### src/rtl/fetch_unit.sv
// -----------------------------------------------------------------------------
// fetch_unit
//   Instruction fetch stage. It requests one 16-bit instruction at a time from
//   instruction memory, latches it into IR and issues the decoded fields to the
//   downstream stage. It also handles downstream stall, branch redirect and a
//   sticky HALT.
//
// Handshakes:
//   imem_req/imem_ack : imem_req is held high with a stable imem_addr until
//                       imem_ack is seen on a rising edge. imem_rdata is
//                       captured on that edge. imem_ack is ignored while
//                       imem_req is low.
//   instr_valid/stall : stall acts as an inverted ready. An instruction is
//                       accepted on a rising edge where instr_valid=1 and
//                       stall=0. Until then every issued output holds steady.
//
// Ports:
//   clk, rst_n      system clock; asynchronous active-low reset
//   imem_req        instruction read request pending
//   imem_addr       fetch address (equals pc)
//   imem_ack        imem_rdata valid this cycle
//   imem_rdata      instruction word
//   stall           downstream cannot accept the issued instruction
//   branch_taken    redirect pc to branch_target when an issue is accepted
//   branch_target   redirect address
//   instr_valid     decoded fields are being issued
//   instr_type, opcode, rd, rs1, rs2, imm   fields decoded from IR
//   pc_out          address of the instruction held in IR
//   halted          a HALT instruction has been fetched
//   state_dbg       current FSM state (IDLE=0, REQ=1, ISSUE=2, HALT=3)
// -----------------------------------------------------------------------------
module fetch_unit #(
  parameter int          PC_W     = 8,
  parameter int unsigned RESET_PC = 0
) (
  input  logic            clk,
  input  logic            rst_n,
  output logic            imem_req,
  output logic [PC_W-1:0] imem_addr,
  input  logic            imem_ack,
  input  logic [15:0]     imem_rdata,
  input  logic            stall,
  input  logic            branch_taken,
  input  logic [PC_W-1:0] branch_target,
  output logic            instr_valid,
  output logic [1:0]      instr_type,
  output logic [4:0]      opcode,
  output logic [2:0]      rd,
  output logic [2:0]      rs1,
  output logic [2:0]      rs2,
  output logic [5:0]      imm,
  output logic [PC_W-1:0] pc_out,
  output logic            halted,
  output logic [1:0]      state_dbg
);

  typedef enum logic [1:0] {
    IDLE  = 2'd0,
    REQ   = 2'd1,
    ISSUE = 2'd2,
    HALT  = 2'd3
  } state_t;

  localparam logic [PC_W-1:0] PC_INIT = PC_W'(RESET_PC);

  state_t          state, state_n;
  logic [PC_W-1:0] pc, pc_n;
  logic [PC_W-1:0] pc_q, pc_q_n;
  logic [15:0]     ir, ir_n;
  logic            is_halt;

  // HALT encoding: instr_type 2'b10 with opcode 5'b11111.
  assign is_halt = (imem_rdata[15:14] == 2'b10) && (imem_rdata[13:9] == 5'b11111);

  always_ff @(posedge clk or negedge rst_n) begin
    if (!rst_n) begin
      state <= IDLE;
      pc    <= PC_INIT;
      pc_q  <= '0;
      ir    <= 16'h0000;
    end else begin
      state <= state_n;
      pc    <= pc_n;
      pc_q  <= pc_q_n;
      ir    <= ir_n;
    end
  end

  always_comb begin
    state_n = state;
    pc_n    = pc;
    pc_q_n  = pc_q;
    ir_n    = ir;
    case (state)
      IDLE: state_n = REQ;
      REQ: begin
        if (imem_ack) begin
          ir_n    = imem_rdata;
          pc_q_n  = pc;
          pc_n    = pc + PC_W'(1);  // wraps modulo 2^PC_W
          state_n = is_halt ? HALT : ISSUE;
        end
      end
      ISSUE: begin
        // A branch only counts on the edge that accepts the instruction.
        // While stalled it is ignored and sampled again later.
        if (!stall) begin
          state_n = REQ;
          if (branch_taken) pc_n = branch_target;
        end
      end
      HALT: state_n = HALT;  // only reset leaves HALT
      default: state_n = IDLE;
    endcase
  end

  // All outputs are decoded from registered state. Asserting reset therefore
  // drops imem_req and instr_valid without waiting for a clock edge.
  assign imem_req    = (state == REQ);
  assign imem_addr   = pc;
  assign instr_valid = (state == ISSUE);
  assign halted      = (state == HALT);
  assign pc_out      = pc_q;
  assign state_dbg   = state;

  // Fields always follow IR. The consumer qualifies them with instr_valid.
  assign instr_type = ir[15:14];
  assign opcode     = ir[13:9];
  assign rd         = ir[8:6];
  assign rs1        = ir[5:3];
  assign rs2        = ir[2:0];
  assign imm        = ir[5:0];

endmodule

### config.mk
export PLATFORM = sky130hd
export DESIGN_NAME = fetch_unit
export DESIGN_NICKNAME = d
export VERILOG_FILES = /design/src/rtl/fetch_unit.sv
export SDC_FILE = /design/constraint.sdc
export NUM_CORES = 1
export LEC_CHECK = 0
export BUFFER_PORTS_ARGS = -buffer_cell sky130_fd_sc_hd__buf_2
export CORE_ASPECT_RATIO = 0.7
export CORE_MARGIN = 3
export CORE_UTILIZATION = 50
export DETAILED_ROUTE_END_ITERATION = 16
export GPL_TIMING_DRIVEN = 0
export PLACE_DENSITY = 0.85
export SLEW_MARGIN = 5
export SYNTH_ARGS = -nofsm -noshare
export SYNTH_HDL_FRONTEND = slang
export SYNTH_SLANG_ARGS = --single-unit
### constraint.sdc
create_clock -name clk -period 2.15 [get_ports clk]
set_clock_uncertainty 0.1 [all_clocks]
set_input_delay 0.215 -clock clk [delete_from_list [all_inputs] [get_ports clk]]
set_output_delay 0.215 -clock clk [all_outputs]
set_load 0.02 [all_outputs]
# [After elaboration in Yosys (flattened, before gate mapping)]
# Index checks and enable logic that the tools add are counted.
[op_classes] n_eq_ne=8 n_reduce_logical=6 addsub=1 muxes=8
[op_table] operator="$mux 8" count=3
[op_table] operator="$pmux 8 s2" count=1
[op_table] operator="$add 8x1->8 const B" count=1
[op_table] operator="$pmux 2 s4" count=1
[op_table] operator="$eq 2x2->1 const B" count=3
[op_table] operator="$eq 5x5->1 const B" count=1
[op_table] operator="$mux 2" count=2
[op_table] operator="$ne 2x2->1 const B" count=2
[op_table] operator="$reduce_and 2->1" count=2
[op_table] operator="$reduce_and 4->1" count=1
[op_table] operator="$eq 2x1->1 const B" count=1
[op_table] operator="$logic_not 2->1" count=1
[op_table] operator="$ne 2x1->1 const B" count=1
[op_table] operator="$reduce_bool 2->1" count=1
[op_table] operator="$logic_and 1x1->1" count=1
[op_table] operator="$mux 1" count=1
[word_totals] register_bits=34

# [Depth between registers and ports, before layout]
[logic_depth] word_depth=5 depth_mapped=5 ltp_nobuf=4

# [Least setup slack after synthesis]
# Ideal clock, no wire load.
[synth_timing] path_kind="flip-flop to flip-flop" start="register state[0], in the netlist state_dbg[0]" end="register pc[5], in the netlist imem_addr[5]" required_time_ns=1.970 stages_incl_launch_ff=6 period_less_slack_ns=1.521 path_buffers=1 t_arrival_ns=1.341 setup_time_ns=0.080 setup_slack_ns=0.629 path_cell_list="dfrtp_1 > nand2b_1 > buf_4 > inv_4 > o41a_1 > o211ai_2"
[synth_via] elab_chain_cells=3
[synth_lines] item="from (decl)" line_no="66" rtl="state_t state, state_n;"
[synth_lines] item="from (signal assigned)" line_no="82" rtl="state <= state_n;"
[synth_lines] item="$eq 2x2->1 *"
[synth_lines] item="net instr_valid" line_no="45" rtl="output logic instr_valid,"
[synth_lines] item="$ne 2x2->1 (no line) or $reduce_bool 2->1 (tied branches)"
[synth_lines] item="$reduce_and 4->1 (no line)"
[synth_lines] item="to (signal assigned)" line_no="83" rtl="pc <= pc_n;"
[synth_lines] item="to (decl)" line_no="67" rtl="logic [PC_W-1:0] pc, pc_n;"
# The timed path passes the listed nets; every way through them passes the cells marked *.
# A chain may end at the register's enable or synchronous reset.

# [Worst setup path in the final report]
[layout_timing] start="register state[0], in the netlist state_dbg[0]" end="output port instr_valid"
[layout_via] elab_chain_cells=1
[layout_lines] item="$eq 2x2->1" line_no="121" rtl="assign instr_valid = (state == ISSUE);"
[layout_lines] item="to (decl)" line_no="45"
# No other way between the ends.

==> results_dict.tcl <==
set metrics [dict create \
    portBuffers 71 \
    worstHoldEndpoint "ir[4]" \
    ioPinCount 72 \
    wl_met1_mm 1.81 \
    powerDensity_mw_per_mm2 1270 \
    clk_path_buf_depth 2 \
    cts_buffers 5 \
    dpl-instance-area_mm2 0.00204 \
    dieArea_mm2 0.00401 \
    grtUsageTotal_pct 22.3 \
    antenna_found_initial 0 \
    cp_max_fo 9 \
    grt-ovfl-total 0 \
    vias 1542 \
    dr_wl_met3_um 320 \
    slowest_stage "dfrtp_1" \
    top_layer "met4" \
    cts_tree "yes" \
    synth_edf_count 0 \
    period_minus_slack_ps 1620 \
    stdcell_area_mm2 0.00213 \
    maxCapViolations 0 \
    worst_slew_pin_slew_ps 742 \
    power_switching_share_pct 41.5 \
    ys_types 38 \
    die_w_um 74.4 \
    syn_area_per_cell_um2 9.09 \
    p_comb_share_pct 43.1 \
    finalCritPeriodShare_pct 75.2 \
    initial_core_util_pct 55.2 \
    grt_max_degree 35 \
    synthFlopType "dfrtp_1" \
    dieHeight_um 53.9 \
    synth-async-reset-ratio_pct 100 \
    crit_arrival_ps 1300 \
    synth_area_leaders "dfrtp_1 52%, nand2_1 16%, buf_4 3.2%" \
    drt-initial-drc-count 75 \
    nets 289 \
    status "finished clean" \
    drv_slew 0 \
    cp-start-kind "flop" \
    crit_chain "nand2b_1, buf_4, inv_4, buf_2" \
    via_per_inst 5.24 \
    postRouteAntennaNets 0 \
    cts_root_buf "clkbuf_8" \
    min_path_type "input port to flop" \
    grt_pass1_wl_mm 6.51 \
    first_pass_iters 4 \
    n_fill_cell 245 \
    remaining_drc_errors 0 \
    routedWlPerCell_um 13.7 \
    area_growth_pct 30.1 \
    required_ps 1840 \
    core_region_area_mm2 0.00296 \
    hold_buffers 1 \
    crit_path_end_kind "output pin" \
    h-tree-depth 2 \
    slew_headroom_pct 50.5 \
    rsz0062_at_grt "no" \
    ir_worst_vdd_mv 0.676 \
    synth.top_cell.area_share_pct 52.0 \
    wl_met2_mm 1.83 \
    hold_violations 0 \
    netlist_area_mm2 0.00164 \
    grt_pass1_vias 1324 \
    r2r-start "state_dbg[0]" \
    r2r_cells 5 \
    seq_area_frac_synth_pct 52.0 \
    clk_pin_slew_worst_paths_ps 60 \
    p_int_mw 1.58 \
    layout-drive-gt1-share_pct 36.8 \
    hold_path_depth 3 \
    finalWirelength_mm 4.02 \
    rows 16 \
    worst_skew_pair.late_latency_ps 280 \
    hold_ws_ps 21.9 \
    synth_area_leader_cell "dfrtp_1" \
    timing.fmax_mhz 619 \
    worst_path_dominant_cell_family "buffers and inverters" \
    ys_seq_elements 34 \
    diodes 0 \
    clock_sinks 34 \
    synth_fp_nets 210 \
    max_stage_delay_ps 420 \
    post-cts-setup-buffers 0 \
    min_from "imem_rdata[4]" \
    crit_buf_inv 3 \
    p_clk_share_pct 16.7 \
    power_switching_mw 1.12 \
    finalSetupViolCount 0 \
    synthCells 180 \
    seqPwrFrac_pct 40.2 \
    finalSetupTns_ps 0 \
    cts-resized-gates 0 \
    crit_type "flop to output pin" \
    leakagePower_nw 1.19 \
    dp_hpwl_mm 3.01 \
    timing.rr.end "ir[11]" \
    ys_warn_count 0 \
    worst-path-stages 4 \
    reg2reg_slack_ps 560 \
    gp_congestion 0.827 \
]
[cells in the mapped netlist, types with 2 or more instances]
cell      count
nand2_1      71
dfrtp_1      34
buf_4         7
nand3_1       6
buf_2         5
inv_1         5
nand3b_1      4
a22oi_1       3
clkbuf_1      3
mux2i_1       3
nand4_1       3
nor2_1        3
o21ai_1       3
o211ai_1      2
o211ai_2      2
o21ai_0       2
o22ai_1       2
o41a_1        2
[metrics by stage]
step	setup WS [ps]	total power, mW	std cells	util [%]
floorplan	629	1.82	180	-
global placement	584	2.23	287	68.8
detailed placement	555	2.26	287	68.8
CTS	530	2.71	294	71.9
global route	383	2.89	294	71.9
finish	533	2.70	294	71.9
[final cells by class]
cell class / count / area, µm² / share of cell area, %
buffer: 15 / 88.8 / 4.17
clock buffer: 6 / 82.6 / 3.88
inverter: 6 / 25.0 / 1.18
multi-input combinational: 125 / 672 / 31.6
sequential: 34 / 851 / 40.0
tap: 36 / 45.0 / 2.12
timing repair buffer: 72 / 365 / 17.2
[worst min-delay path: cells and delay by family]
family                 cells  cell delay, ps
buffers and inverters      1              70
and+or+nand+nor            2              80
[routing by layer]
metal  up-vias  track usage [%]
li1        759                -
met1       713             30.4
met2        63             33.8
met3         7             6.34
met4         0             8.88
met5         -                0
[logic make-up after synthesis]
group	after synthesis	share of synthesized area, %
multiplexers	3	1.83
adder cells (fa/ha/maj)	1	0.764
flip-flops	34	52.0
buffers and inverters	21	6.96
AO/OA/AOI/OAI	24	11.5
AND/OR/NAND/NOR	97	27.0
[power by group through the flow]
stage	Sequential [mW]	Combinational (mW)	Clock, mW
2_1_floorplan	1.39	0.426	0
3_3_place_gp	1.08	1.14	0
3_5_place_dp	1.08	1.17	0
4_1_cts	1.08	1.18	0.457
5_1_grt	1.12	1.28	0.490
6_report	1.08	1.16	0.449
[flip-flops by register name, summed over array words and instances (netlist names)]
| register | cells |
|---|---|
| imem_addr | 8 |
| ir | 16 |
| pc_out | 8 |
| state_dbg | 2 |
[cells in the final DEF (no fill, tap or decap), drive strengths merged, types with 2 or more instances in the layout]
master  netlist  layout
buf          12      83
nand2        71      71
dfrtp        34      34
clkbuf        3       9
nand3         6       6
inv           6       6
o21ai         5       5
nand3b        4       4
o211ai        4       4
nand4         3       3
nor2          3       3
a22oi         3       3
mux2i         3       3
o41a          2       2
o22ai         2       2
[worst max path at each step]
stage,slack [ps],end,startpoint
2_1_floorplan,630,imem_addr[5],state_dbg[0]
3_3_place_gp,580,ir[7],state_dbg[0]
3_5_place_dp,560,ir[11],state_dbg[0]
4_1_cts,530,instr_valid,state_dbg[0]
5_1_grt,380,ir[11],state_dbg[0]
6_report,530,instr_valid,state_dbg[0]
Power figures use the tool's default switching activity.
